<file path="config.mk">
export PLATFORM = sky130hd
export DESIGN_NAME = a2d_sched
export DESIGN_NICKNAME = d
export VERILOG_FILES = /design/src/rtl/a2d_sched.sv
export SDC_FILE = /design/constraint.sdc
export NUM_CORES = 1
export LEC_CHECK = 0
export BUFFER_PORTS_ARGS = -buffer_cell sky130_fd_sc_hd__buf_2
export CORE_MARGIN = 2
export CORE_UTILIZATION = 40
export CTS_CLUSTER_SIZE = 30
export DETAILED_ROUTE_END_ITERATION = 7
export PLACE_DENSITY_LB_ADDON = 0.12
export RECOVER_POWER = 25
export SKIP_CTS_REPAIR_TIMING = 1
export SYNTH_ARGS = -nofsm -noshare
export SYNTH_HDL_FRONTEND = slang
export SYNTH_SLANG_ARGS = --single-unit
</file>
<file path="constraint.sdc">
create_clock -name clk -period 1.6 [get_ports clk]
set_input_delay 0 -clock clk [delete_from_list [all_inputs] [get_ports clk]]
set_output_delay 0 -clock clk [all_outputs]
set_load 0.01 [all_outputs]
</file>
<file path="src/rtl/a2d_sched.sv">
// a2d_sched: round-robin scheduler for the shared SPI A2D converter.
// Each nxt runs an address + read transaction on LFT, RGHT, STEER, BATT in turn.
//
// Ports:
//   clk, rst_n      clock, asynchronous active-low reset
//   nxt             start one conversion (sampled only in IDLE)
//   spi_done        1-clk transaction-complete pulse from the SPI master
//   spi_rd[15:0]    SPI receive data, valid with spi_done
//   spi_wrt         1-clk pulse: start an SPI transaction with spi_cmd
//   spi_cmd[15:0]   registered command word {2'b00, chnl, 11'h000}
//   lft_ld, rght_ld, steer_pot, batt [11:0]  latest result per channel
//   upd[3:0]        one-hot {BATT,STEER,RGHT,LFT} pulse on result update
//   busy            high while a conversion is in flight
module a2d_sched #(
  parameter logic [2:0] CH_LFT   = 3'd0,
  parameter logic [2:0] CH_RGHT  = 3'd4,
  parameter logic [2:0] CH_STEER = 3'd5,
  parameter logic [2:0] CH_BATT  = 3'd6,
  parameter int         DEAD_CYC = 4
) (
  input  logic        clk,
  input  logic        rst_n,
  input  logic        nxt,
  input  logic        spi_done,
  input  logic [15:0] spi_rd,
  output logic        spi_wrt,
  output logic [15:0] spi_cmd,
  output logic [11:0] lft_ld,
  output logic [11:0] rght_ld,
  output logic [11:0] steer_pot,
  output logic [11:0] batt,
  output logic [3:0]  upd,
  output logic        busy
);

  localparam int CW = $clog2(DEAD_CYC + 1);

  typedef enum logic [1:0] {
    IDLE,
    ADDR,
    DEAD,
    READ
  } state_t;

  state_t        state;
  state_t        state_nxt;
  logic [1:0]    ptr;
  logic [CW-1:0] cnt;
  logic [2:0]    chnl;
  logic          dead_last;
  logic          wrt_set;
  logic          dead_ld;
  logic          rd_ld;

  // Upper result nibble carries no conversion data.
  logic          unused_rd;
  assign unused_rd = ^spi_rd[15:12];

  always_comb begin
    chnl = CH_LFT;
    unique case (ptr)
      2'd0: chnl = CH_LFT;
      2'd1: chnl = CH_RGHT;
      2'd2: chnl = CH_STEER;
      2'd3: chnl = CH_BATT;
      default: chnl = CH_LFT;
    endcase
  end

  assign dead_last = (cnt == CW'(1));

  // State register
  always_ff @(posedge clk or negedge rst_n) begin
    if (!rst_n) state <= IDLE;
    else        state <= state_nxt;
  end

  // Next-state logic; spi_done outside ADDR/READ is ignored
  always_comb begin
    state_nxt = state;
    unique case (state)
      IDLE: if (nxt)       state_nxt = ADDR;
      ADDR: if (spi_done)  state_nxt = DEAD;
      DEAD: if (dead_last) state_nxt = READ;
      READ: if (spi_done)  state_nxt = IDLE;
      default:             state_nxt = IDLE;
    endcase
  end

  // Output / strobe decode
  always_comb begin
    wrt_set = 1'b0;
    dead_ld = 1'b0;
    rd_ld   = 1'b0;
    unique case (1'b1)
      (state == IDLE): wrt_set = nxt;
      (state == ADDR): dead_ld = spi_done;
      (state == DEAD): wrt_set = dead_last;
      (state == READ): rd_ld   = spi_done;
      default: ;
    endcase
  end

  assign busy = (state != IDLE);

  // Datapath: command, dead counter, results, pointer
  always_ff @(posedge clk or negedge rst_n) begin
    if (!rst_n) begin
      spi_wrt   <= 1'b0;
      spi_cmd   <= '0;
      cnt       <= '0;
      ptr       <= '0;
      upd       <= '0;
      lft_ld    <= '0;
      rght_ld   <= '0;
      steer_pot <= '0;
      batt      <= '0;
    end else begin
      spi_wrt <= wrt_set;
      upd     <= '0;
      if (wrt_set)
        spi_cmd <= {2'b00, chnl, 11'h000};
      if (dead_ld)
        cnt <= CW'(DEAD_CYC);
      else if (state == DEAD)
        cnt <= cnt - CW'(1);
      if (rd_ld) begin
        upd <= 4'b0001 << ptr;
        ptr <= ptr + 2'd1;
        unique case (ptr)
          2'd0: lft_ld    <= spi_rd[11:0];
          2'd1: rght_ld   <= spi_rd[11:0];
          2'd2: steer_pot <= spi_rd[11:0];
          2'd3: batt      <= spi_rd[11:0];
          default: ;
        endcase
      end
    end
  end

endmodule

</file>
==> results_dict.tcl, run 1 <==
set metrics [dict create \
    clk_pin_slew_ns 0.07 \
    drv_slew 0 \
    worstMarginPinSlew_ns 0.678 \
    use_met1 0.203 \
    cts_tree "built" \
    finalHoldViolations 0 \
    maxCapViolCount 0 \
    max_slew_margin 0.548 \
    synth_edf_count 0 \
    yosys_register_bits 63 \
    synthesis.area_um2 2640 \
    tns_ns 0 \
    syn_to_final_growth_pct 34.7 \
    max_stage_delay_ns 0.41 \
    arrival_ns 1.78 \
    htree_levels 3 \
    rr_startpoint "state[1]" \
    crit_path_max_fanout 4 \
    dieHeight_um 85.2 \
    busiest_layer "met2" \
    clock_latency_ns 0.33 \
    yosysTopAreaCell "dfrtp_1" \
    drc 0 \
    worstSetupEndpointType "flop" \
    numCtsBuffers 9 \
    met2_usage 0.222 \
    initial_utilization 0.416 \
    core_area_um2 6350 \
    timing.rr.end "state[1]" \
    period_needed_ns 1.56 \
    root_buffer "clkbuf_8" \
    portBuffers 72 \
    finalSetupViolations 0 \
    ant_nets 0 \
    power_density_nw_per_um2 1970 \
    vdd_drop_max_v 0.00114 \
    synthArstFlopShare 1.00 \
    die_x_um 85.2 \
    wire_per_inst_um 14.7 \
    leakage_nw 1.88 \
    die_area_um2 7260 \
    synthCells 180 \
    nets 315 \
    routed_wl_mm 5.38 \
    grt_pass1_vias 1596 \
    firstDrtPassIters 4 \
    path_class "flop to flop" \
    ys_warn_count 0 \
    slowest_stage "dfrtp_1" \
    track_usage 0.151 \
    rsz0062_at_grt "true" \
    synth_top_area_share 0.597 \
    use_met3 0.0535 \
    finClkSkew_ns 0.00771 \
    seq_area_um2 1580 \
    crit_chain "inv_2, ha_1, o21ba_4, a221oi_4, mux2_4" \
    num_antenna_cells 0 \
    drive_gt1_frac 0.550 \
    n_fill_cell 542 \
    holdCritPathClass "primary input to flop" \
    multiInputGateArea_um2 948 \
    vias 1683 \
    vias_per_cell 4.60 \
    gp_congestion 0.654 \
    fmax_mhz 641 \
    reg2reg_slack_ns 0.04 \
    synth_area_leaders "dfrtp_1, mux2_2, ha_1" \
    cp.buffers_inverters 1 \
    hold_end "spi_wrt" \
    grt_max_degree 29 \
    r2r_cells 5 \
    first_iter_violations 37 \
    std_cell_rows 29 \
    placed_cells_incl_taps 333 \
    ys_seq_area_frac 0.597 \
    cp.required_ns 1.82 \
    ys_types 21 \
    cts_buffer_depth 2 \
    outcome "finished clean" \
    post-route-period-util 0.975 \
    crit_family "compound AO/OA/AOI/OAI gates" \
    synth_area_per_cell_um2 14.7 \
    holdPathStages 4 \
    layout.cells.non_filler 366 \
    grt_first_pass_wirelength_mm 8.23 \
    grt-ovfl-total 0 \
    antenna_found_initial 0 \
    io_pins 90 \
    crit_path_start_kind "flop" \
    cts_sinks 63 \
    synth_top_flop_cell "dfrtp_1" \
    dp_hpwl_mm 3.64 \
    hold_start "nxt" \
]
[flip-flops by register name, indices dropped and copies added, names as in the netlist]
name and count:
batt 12, cnt 3, lft_ld 12, ptr 2, rght_ld 12, spi_cmd 3, spi_wrt 1, state 2
steer_pot 12, upd 4
[cell families after synthesis]
group	synth area share
flip-flops	0.597
multiplexers	0.226
buffers and inverters	0.0730
adder cells (fa/ha/maj)	0.0522
AND/OR/NAND/NOR	0.0166
AO/OA/AOI/OAI	0.0270
XOR/XNOR	0.00664
other	0.00142
[per-layer routing]
| metal | up-vias | routed length (µm) |
|---|---|---|
| met2 | 62 | 2520 |
| li1 | 787 | - |
| met3 | 7 | 368 |
| met5 | - | 0 |
| met1 | 827 | 2420 |
| met4 | 0 | 68 |
[cells in the final DEF (no fill, tap or decap), types with 2 or more instances in the layout]
master,Yosys,layout
a21oi_1,2,2
buf_12,0,3
buf_2,1,72
buf_4,18,8
bufinv_16,0,3
clkbuf_2,0,2
clkbuf_8,0,10
clkinv_2,0,2
conb_1,1,13
dfrtp_1,63,63
dlygate4sd3_1,0,14
ha_1,11,9
ha_2,0,2
inv_1,14,13
mux2_2,52,51
nand2_1,2,2
nand3_1,4,4
xnor2_1,2,2
[cell usage after synthesis, types with 2 or more instances]
library cell and number:
a21oi_1 2, nand3_1 4, nand2_1 2, mux2_2 52, buf_4 18, inv_1 14, xnor2_1 2, dfrtp_1 63
ha_1 11
[where the power goes]
part	switching, mW	internal, mW
Clock	0.628	1.07
Combinational	1.21	1.41
Sequential	0.373	2.32
Total	2.21	4.80
[how the worst max path moves through the flow]
stage / to / slack (ns) / cells past startpoint / startpoint
floorplan: state[1] / 0.08 / 4 / state[0]
global placement: state[1] / 0.02 / 4 / state[0]
detailed placement: state[1] / -0.008 / 4 / state[0]
CTS: state[1] / -0.02 / 4 / state[0]
global route: spi_cmd[11] / -0.04 / 5 / state[0]
finish: state[1] / 0.04 / 5 / state[1]
[metrics by stage]
step | setup WS, ns | utilization | hold slack [ns] | total power, mW | cell area, µm²
floorplan | 0.0766 | - | -0.296 | 4.19 | 2680
global placement | 0.0176 | 0.493 | -0.0826 | 5.15 | 3130
detailed placement | -0.00797 | 0.493 | -0.0808 | 5.21 | 3130
CTS | -0.0199 | 0.532 | -0.448 | 6.94 | 3380
global route | -0.0379 | 0.560 | 0.194 | 7.49 | 3550
finish | 0.0393 | 0.560 | 0.179 | 7.01 | 3550
[cell type report]
type                            instances  area share
Clock buffer                           10      0.0387
Clock inverter                          6      0.0303
Inverter                               14      0.0148
Multi-Input combinational cell         96       0.267
Sequential cell                        63       0.444
Tap cell                               77      0.0271
Timing Repair Buffer                  100       0.179
[worst register-to-register path, cell delays in order (launching register included)]
cell	delay [ns]
dfrtp_1	0.41
inv_2	0.05
ha_1	0.20
o21ba_4	0.24
a221oi_4	0.23
mux2_4	0.33
Power figures use the tool's default switching activity.
==> inputs of run 2 (changes only) <==
==> constraint.sdc (replaced) <==
create_clock -name clk -period 1.6 [get_ports clk]
set_input_delay 0.08 -clock clk [delete_from_list [all_inputs] [get_ports clk]]
set_output_delay 0.08 -clock clk [all_outputs]
set_load 0.01 [all_outputs]
==> results_dict.tcl, run 2 (synthesis results as in run 1) <==
set metrics [dict create \
    crit_path_max_fanout 6 \
    crit_chain "ha_2, o21ba_2, a221oi_4, mux2_4" \
    leakage_nw 1.78 \
    total_power_mw 6.56 \
    worstSetupEndpointType "flop" \
    drive_gt1_frac 0.575 \
    root_buffer "clkbuf_8" \
    finalSetupViolations 0 \
    std_cell_rows 29 \
    holdCritPathClass "primary input to flop" \
    worstMarginPinSlew_ns 0.949 \
    max_stage_delay_ns 0.43 \
    initial_utilization 0.416 \
    vdd_drop_max_v 0.00100 \
    dieHeight_um 85.2 \
    cts_sinks 63 \
    die_area_um2 7260 \
    outcome "finished clean" \
    htree_levels 3 \
    syn_to_final_growth_pct 27.1 \
    finalHoldViolations 0 \
    cts_buffer_depth 2 \
    wire_per_inst_um 14.2 \
    firstDrtPassIters 4 \
    power_density_nw_per_um2 1960 \
    drc 0 \
    post-route-period-util 0.964 \
    ant_nets 0 \
    core_area_um2 6350 \
    first_iter_violations 88 \
    finClkSkew_ns 0.00729 \
    fin_util 0.528 \
    die_x_um 85.2 \
    grt_first_pass_wirelength_mm 8.15 \
    clock_latency_ns 0.33 \
    layout_commonest_cell "buf_2" \
    layout_common_cells "buf_2, dfrtp_1, mux2_2" \
    portBuffers 72 \
    track_usage 0.148 \
    num_antenna_cells 0 \
    clk_pin_slew_ns 0.07 \
    slowest_stage "dfrtp_1" \
    cp.required_ns 1.82 \
    maxCapViolCount 0 \
    drv_slew 0 \
    dp_hpwl_mm 3.51 \
    max_slew_margin 0.368 \
    vias_per_cell 4.65 \
    io_pins 90 \
    nets 299 \
    grt_max_degree 49 \
    fmax_mhz 649 \
    path_class "flop to flop" \
    routed_wl_mm 4.98 \
    numCtsBuffers 9 \
    cts_tree "built" \
    crit_path_start_kind "flop" \
    gp_congestion 0.694 \
    arrival_ns 1.76 \
    grt_pass1_vias 1652 \
    period_needed_ns 1.54 \
    antenna_found_initial 0 \
    grt-ovfl-total 0 \
    hold_slack_ns 0.0183 \
    vias 1628 \
]
==> run 2: cell count changes in the layout (fill, tap and decap cells not counted), sizes merged <==
cell	change
clkbuf	-2
bufinv	-2
dlygate4sd3	-13
buf	-1
clkinv	+2
==> run 2: per-stage QoR <==
stage               cells  worst slack [ns]  cell area (µm²)  setup TNS (ns)
floorplan             192            0.0766             2680               0
global placement      332            0.0106             3130               0
detailed placement    332          -0.00684             3130        -0.00684
CTS                   348           -0.0182             3310         -0.0182
global route          350           -0.0122             3350         -0.0124
finish                350            0.0580             3350               0
==> run 2: worst max-delay path, delay by kind of cell (launching register included) <==
family | cells | cell delay [ns]
flops | 1 | 0.43
fa+ha+maj | 1 | 0.24
mux | 1 | 0.32
compound gates | 2 | 0.45
==> run 2: worst paths after layout <==
kind	startpoint	end	slack, ns	cells after the start
max in group asynchronous	rst_n	lft_ld[2]	0.25	3
min in group asynchronous	rst_n	rght_ld[0]	0.41	2
hold / removal	spi_rd[3]	batt[3]	0.02	2
setup / recovery	state[0]	state[1]	0.06	4
hold reg to reg	batt[0]	batt[0]	0.50	1
setup reg to reg	state[0]	state[1]	0.06	4
==> run 2: routing by layer <==
layer | up-vias | GRT usage | part of all wire
met4 | 0 | 0.0736 | 0.010
met5 | - | 0 | 0
met1 | 796 | 0.194 | 0.46
met2 | 63 | 0.224 | 0.46
met3 | 7 | 0.0447 | 0.068
li1 | 762 | - | -
==> run 2: power breakdown <==
| part | switching [mW] | total (mW) | internal [mW] |
|---|---|---|---|
| registers | 0.371 | 2.69 | 2.32 |
| logic | 1.19 | 2.56 | 1.37 |
| clock network | 0.594 | 1.31 | 0.713 |
| total | 2.15 | 6.56 | 4.40 |
==> run 2: area by class of cell <==
type / count / area (µm²)
inverters: 14 / 52.6
fillers: 566 / 3000
clock inverters: 6 / 61.3
clock buffers: 10 / 128
repair buffers: 84 / 493
multi-input cells: 96 / 945
well taps: 77 / 96.3
flip-flops and latches: 63 / 1580
